### config.mk
export PLATFORM = sky130hd
export DESIGN_NAME = chip_shift_driver
export DESIGN_NICKNAME = d
export VERILOG_FILES = /design/src/rtl/chip_drv_pkg.sv /design/src/rtl/chip_clk_div.sv /design/src/rtl/chip_shift_driver.sv
export SDC_FILE = /design/constraint.sdc
export NUM_CORES = 1
export LEC_CHECK = 0
export ABC_CLOCK_PERIOD_IN_PS = 3250
export CORE_ASPECT_RATIO = 1.1
export CORE_MARGIN = 5
export CORE_UTILIZATION = 55
export DETAILED_ROUTE_END_ITERATION = 8
export HOLD_SLACK_MARGIN = 0.08
export PLACE_DENSITY = 0.9
export SYNTH_ARGS = -nofsm -noshare
export SYNTH_HDL_FRONTEND = slang
export SYNTH_SLANG_ARGS = --single-unit
### constraint.sdc
create_clock -name clk -period 3.25 [get_ports clk]
set_input_delay 0.975 -clock clk [delete_from_list [all_inputs] [get_ports clk]]
set_output_delay 0.975 -clock clk [all_outputs]
set_load 0.02 [all_outputs]
### src/rtl/chip_drv_pkg.sv
// Shared command encoding, FSM state type and widths for the chip shift-chain driver.
package chip_drv_pkg;

    localparam int unsigned CMD_W = 2;

    typedef enum logic [CMD_W-1:0] {
        CMD_COL = 2'b00,
        CMD_ROW = 2'b01,
        CMD_KEY = 2'b10,
        CMD_NOP = 2'b11
    } cmd_e;

    typedef enum logic [2:0] {
        IDLE     = 3'd0,
        SHIFT_LO = 3'd1,
        SHIFT_HI = 3'd2,
        KEY      = 3'd3,
        DONE     = 3'd4
    } state_e;

endpackage

### src/rtl/chip_clk_div.sv
// Divider tick generator: one tick every div+1 clk cycles, counter cleared by restart.
module chip_clk_div #(
    parameter int unsigned DIV_W = 24
) (
    input  logic             clk,
    input  logic             rst,
    input  logic             restart,
    input  logic [DIV_W-1:0] div,
    output logic             tick
);

    logic [DIV_W-1:0] cnt_q, cnt_d;

    always_comb begin
        tick  = (cnt_q == div);
        cnt_d = cnt_q + DIV_W'(1);
        if (restart || tick) begin
            cnt_d = '0;
        end
    end

    always_ff @(posedge clk or negedge rst) begin
        if (!rst) begin
            cnt_q <= '0;
        end else begin
            cnt_q <= cnt_d;
        end
    end

endmodule

### src/rtl/chip_shift_driver.sv
// Serial shift-chain driver for chip column/row registers plus latch strobe.
// Build option: CHIP_DRV_AUTO_KEY_EN appends a write-key strobe after every row load.
module chip_shift_driver
    import chip_drv_pkg::*;
#(
    parameter int unsigned DATA_W    = 16,
    parameter int unsigned DIV_W     = 24,
    parameter int unsigned KEY_TICKS = 2
) (
    input  logic                         clk,
    input  logic                         rst,
    input  logic                         i_valid,
    output logic                         o_ready,
    input  logic [CMD_W-1:0]             i_cmd,
    input  logic [DATA_W-1:0]            i_data,
    input  logic [$clog2(DATA_W+1)-1:0]  i_len,
    input  logic [DIV_W-1:0]             i_clk_div,
    output logic                         o_clk_col,
    output logic                         o_data_col,
    output logic                         o_clk_row,
    output logic                         o_data_row,
    output logic                         o_write_key,
    output logic                         o_done
);

    localparam int unsigned LEN_W = $clog2(DATA_W + 1);
    localparam int unsigned KEY_W = (KEY_TICKS > 1) ? $clog2(KEY_TICKS) : 1;

`ifdef CHIP_DRV_AUTO_KEY_EN
    localparam bit AUTO_KEY = 1'b1;
`else
    localparam bit AUTO_KEY = 1'b0;
`endif

    state_e             state_q, state_d;
    logic [DATA_W-1:0]  data_q, data_d;
    logic [LEN_W-1:0]   idx_q, idx_d;
    logic [KEY_W-1:0]   key_q, key_d;
    logic [DIV_W-1:0]   div_q, div_d;
    logic               row_q, row_d;
    logic [LEN_W-1:0]   len_c;
    logic               accept;
    logic               restart;
    logic               tick;
    logic [DATA_W-1:0]  data_sh;
    logic               bit_d;
    logic               shift_d;

    logic clk_col_q, data_col_q, clk_row_q, data_row_q, write_key_q, done_q, ready_q;

    chip_clk_div #(.DIV_W(DIV_W)) u_clk_div (
        .clk     (clk),
        .rst     (rst),
        .restart (restart),
        .div     (div_q),
        .tick    (tick)
    );

    assign len_c  = (i_len > LEN_W'(DATA_W)) ? LEN_W'(DATA_W) : i_len;
    assign accept = i_valid && ready_q && (state_q == IDLE);

    // Next-state logic; everything about the command is captured at accept.
    always_comb begin
        state_d = state_q;
        data_d  = data_q;
        idx_d   = idx_q;
        key_d   = key_q;
        div_d   = div_q;
        row_d   = row_q;
        restart = 1'b0;
        case (state_q)
            IDLE: begin
                if (accept) begin
                    restart = 1'b1;
                    div_d   = i_clk_div;
                    data_d  = i_data;
                    row_d   = (cmd_e'(i_cmd) == CMD_ROW);
                    case (cmd_e'(i_cmd))
                        CMD_COL, CMD_ROW: begin
                            if (len_c == '0) begin
                                state_d = DONE;
                            end else begin
                                idx_d   = len_c - LEN_W'(1);
                                state_d = SHIFT_LO;
                            end
                        end
                        CMD_KEY: begin
                            key_d   = KEY_W'(KEY_TICKS - 1);
                            state_d = KEY;
                        end
                        default: state_d = DONE;
                    endcase
                end
            end
            SHIFT_LO: begin
                if (tick) state_d = SHIFT_HI;
            end
            SHIFT_HI: begin
                if (tick) begin
                    if (idx_q != '0) begin
                        idx_d   = idx_q - LEN_W'(1);
                        state_d = SHIFT_LO;
                    end else if (row_q && AUTO_KEY) begin
                        key_d   = KEY_W'(KEY_TICKS - 1);
                        state_d = KEY;
                    end else begin
                        state_d = DONE;
                    end
                end
            end
            KEY: begin
                if (tick) begin
                    if (key_q == '0) begin
                        state_d = DONE;
                    end else begin
                        key_d = key_q - KEY_W'(1);
                    end
                end
            end
            DONE:    state_d = IDLE;
            default: state_d = IDLE;
        endcase
    end

    // Outputs are registered from next-state values so they line up with the state.
    always_comb begin
        data_sh = data_d >> idx_d;
        bit_d   = data_sh[0];
        shift_d = (state_d == SHIFT_LO) || (state_d == SHIFT_HI);
    end

    always_ff @(posedge clk or negedge rst) begin
        if (!rst) begin
            state_q     <= IDLE;
            data_q      <= '0;
            idx_q       <= '0;
            key_q       <= '0;
            div_q       <= '0;
            row_q       <= 1'b0;
            clk_col_q   <= 1'b0;
            data_col_q  <= 1'b0;
            clk_row_q   <= 1'b0;
            data_row_q  <= 1'b0;
            write_key_q <= 1'b0;
            done_q      <= 1'b0;
            ready_q     <= 1'b0;
        end else begin
            state_q     <= state_d;
            data_q      <= data_d;
            idx_q       <= idx_d;
            key_q       <= key_d;
            div_q       <= div_d;
            row_q       <= row_d;
            clk_col_q   <= (state_d == SHIFT_HI) && !row_d;
            data_col_q  <= shift_d && !row_d && bit_d;
            clk_row_q   <= (state_d == SHIFT_HI) && row_d;
            data_row_q  <= shift_d && row_d && bit_d;
            write_key_q <= (state_d == KEY);
            done_q      <= (state_d == DONE);
            ready_q     <= (state_d == IDLE);
        end
    end

    assign o_clk_col   = clk_col_q;
    assign o_data_col  = data_col_q;
    assign o_clk_row   = clk_row_q;
    assign o_data_row  = data_row_q;
    assign o_write_key = write_key_q;
    assign o_done      = done_q;
    assign o_ready     = ready_q;

endmodule

==> results.toml <==
[status]
status = "complete, no violations"

[drt]
drt-initial-drc-count = 106
postRouteWirelength_um = 8749
dr.pass1.iters = 4
drc_errors = 0
antenna_left = 0
wire_per_inst_um = 16.29
via_per_inst = 5.674
via_count = 3047

[sta]
period_needed_ns = 3.185
fin_skew_ns = 0.007657
period_share_pct = 98.01
hold_viol_final = 0
tightestPinTransition_ns = 0.9696
tns_ns = 0
drv_slew = 0
slew_headroom_pct = 35.36
rsz0062_at_grt = "no"
finalSetupViolCount = 0
max_freq_mhz = 313.9

[worst_setup_path]
cp_max_fo = 8
reg2regPathDepth = 12
startpoint_type = "input port"
worstSetupPathType = "in2reg"
rr_startpoint = "idx_q[1]"
required_ns = 3.48
arrival_ns = 3.41
reg2reg_setup_slack_ns = 0.38
end_kind = "flop"
r2r_end = "o_data_col"

[power]
p_comb_share_pct = 42.0
p_total_mw = 4.236
power.switching_mw = 1.513
clockPowerShare_pct = 19.4
p_leak_nw = 2.311
p_seq_share_pct = 38.6
p_int_mw = 2.722
max-vdd-ir-drop_mv = 0.4398
power_per_cell_area_nw_per_um2 = 809.1
p_sw_share_pct = 35.73

[synthesis]
synth.avg_cell_area_um2 = 11.45
ys.flop_type = "dfrtp_1"
synth_simple_gate_area_share_pct = 18.26
syn_area_um2 = 4179
synth_xor_area_share_pct = 9.641
ys_types = 61
synth_compound_area_share_pct = 8.084
synth_mux_area_share_pct = 11.71
synthCells = 365
synth-adder-area-share_pct = 0.8982
synthArstFlopShare_pct = 100.0
synth_edf_count = 0
syn_nets = 418
synth_top_family_by_area = "simple AND/OR/NAND/NOR gates"
synth_warnings = 0
yosys_register_bits = 81
yosysSeqAreaShare_pct = 48.50

[floorplanning]
core_um2 = 7432
die_y_um = 101.4
std_cell_rows = 33
die_w_um = 93.11
die_area_um2 = 9443
io_pins = 57
start_util_pct = 56.23

[global_route]
grt_use_met3_pct = 4.309
grt_use_total_pct = 19.94
grt_pass1_vias = 3269
grt_max_degree = 82
grtUsageMet1_pct = 24.41
grt.busiest_layer = "met2"
grt_pass1_wl_um = 15070
antenna_found_initial = 0
grt_overflow = 0
grt_use_met2_pct = 34.68

[finish]
diodes = 0
layout_common_cells = "81 x dfrtp_1, 50 x clkdlybuf4s50_1, 39 x mux2_2"
stdcell_area_um2 = 5235
final_common_cell = "dfrtp_1"
syn_to_final_growth_pct = 25.27
drive_above_1_share_pct = 24.44
nets = 498
final_cells = 537
post-route-util_pct = 70.44

[clocking]
cts-buffers-inserted = 9
clock_path_buffers = 2
clk_pin_slew_ns = 0.09
cts_tree = "built"
clk_latency_ns = 0.35
cts_root_buf = "clkbuf_8"
htreeDepth = 3
cts_hold_buffers = 0
cts_sinks = 81

[placement]
dp_hpwl_um = 6357
routabilityCongestion = 0.9431
dpl_cell_area_um2 = 4967
io_buffers = 56
place_inst = 516

[worst_hold_path]
hold_class = "reg2reg"
min_from = "data_q[2]"
min_to = "data_q[2]"
whs_path_depth = 1

[flow_run]
maxCapViolations = 0
==> through the flow <==
stage	setup slack, ns	hold WS [ns]
after floorplan	-0.1058	0.4516
after global placement	-0.5810	0.4802
after detailed placement	-0.6738	0.4864
after CTS	0.003658	0.5098
after global routing	0.008507	0.5139
final	0.06471	0.5029
==> synth_stat cells, types with 3 or more instances <==
cell type | count | area (um2)
xor2_1 | 37 | 324.1
nor2_1 | 38 | 142.6
a21oi_1 | 5 | 25.02
o31ai_1 | 3 | 22.52
clkbuf_1 | 7 | 26.28
and2_1 | 3 | 18.77
nand3b_1 | 5 | 37.54
o211ai_1 | 4 | 30.03
dfrtp_1 | 81 | 2027
inv_1 | 8 | 30.03
and3_1 | 5 | 31.28
nand3_1 | 10 | 50.05
nor3_1 | 5 | 25.02
xnor2_1 | 9 | 78.83
a211o_1 | 3 | 26.28
nand2b_1 | 5 | 31.28
and4_1 | 4 | 35.03
nand4_1 | 7 | 43.79
or3_1 | 4 | 25.02
a31oi_1 | 3 | 18.77
mux2_2 | 39 | 439.2
inv_2 | 4 | 15.01
ha_1 | 3 | 37.54
nand2_1 | 13 | 48.80
o22ai_1 | 4 | 25.02
nor4_4 | 4 | 85.08
o21ai_0 | 4 | 20.02
mux2i_1 | 5 | 50.05
==> flip-flops by register name, summed over array words and instances, names as in the netlist, 3 cells and up <==
signal / cells
div_q: 24
idx_q: 5
state_q: 3
u_clk_div.cnt_q: 24
data_q: 16
==> worst max-delay path, stage by stage <==
cell	delay, ns
buf_4	0.10
nand2b_4	0.13
ha_4	0.13
or4b_4	0.48
nand4_1	0.19
o311ai_4	0.11
or3_4	0.41
and2_4	0.21
buf_4	0.14
o211ai_1	0.19
a41oi_2	0.15
o41ai_2	0.08
nor3_1	0.11
==> timing repair <==
item | in CTS | in global routing
pin swaps | 5 | 8
gates resized for setup | 4 | 11
setup endpoints to repair | 2 | 2
cloned | 0 | 0
setup buffers | 3 | 3
==> area by class of cell <==
cell class                 instances  area [um2]
timing repair buffer              82       758.2
multi-input combinational        259        2068
tap                               87       108.9
clock buffer                       9       123.9
sequential                        81        2027
clock inverter                     7       103.9
fill                             519        2197
inverter                          12       45.04
==> power by group through the flow <==
stage / Clock [mW] / Sequential (mW) / Combinational, mW
CTS: 0.840 / 1.63 / 1.78
floorplan: 0 / 1.59 / 1.25
global route: 0.884 / 1.68 / 1.94
detailed placement: 0 / 1.65 / 1.73
finish: 0.822 / 1.63 / 1.78
global placement: 0 / 1.63 / 1.67
==> layer usage <==
layer | vias up | wire length [um]
met5 | - | 0
met4 | 0 | 157
met3 | 16 | 430
met2 | 85 | 4453
met1 | 1491 | 3708
li1 | 1455 | -
==> cells by family (layout without fill, tap and decap cells) <==
group | Yosys count | in the layout
and+or+nand+nor | 122 | 122
muxes | 44 | 44
DFF | 81 | 81
buffers and inverters | 25 | 110
adders and majority gates | 3 | 3
AOI/OAI and AO/OA | 44 | 44
xor gates and xnor gates | 46 | 46
==> how the worst max path moves through the flow <==
| stage | endpoint | slack (ns) | depth (start not counted) | from |
|---|---|---|---|---|
| floorplan | o_data_col | -0.11 | 13 | i_len[4] |
| global placement | o_data_col | -0.58 | 12 | i_len[4] |
| detailed placement | o_data_col | -0.67 | 12 | i_len[4] |
| CTS | o_data_col | 0.004 | 12 | i_len[4] |
| global route | o_data_col | 0.009 | 12 | i_len[4] |
| finish | o_data_col | 0.06 | 13 | i_len[4] |
Note: power is estimated with default switching activity, not from simulation.
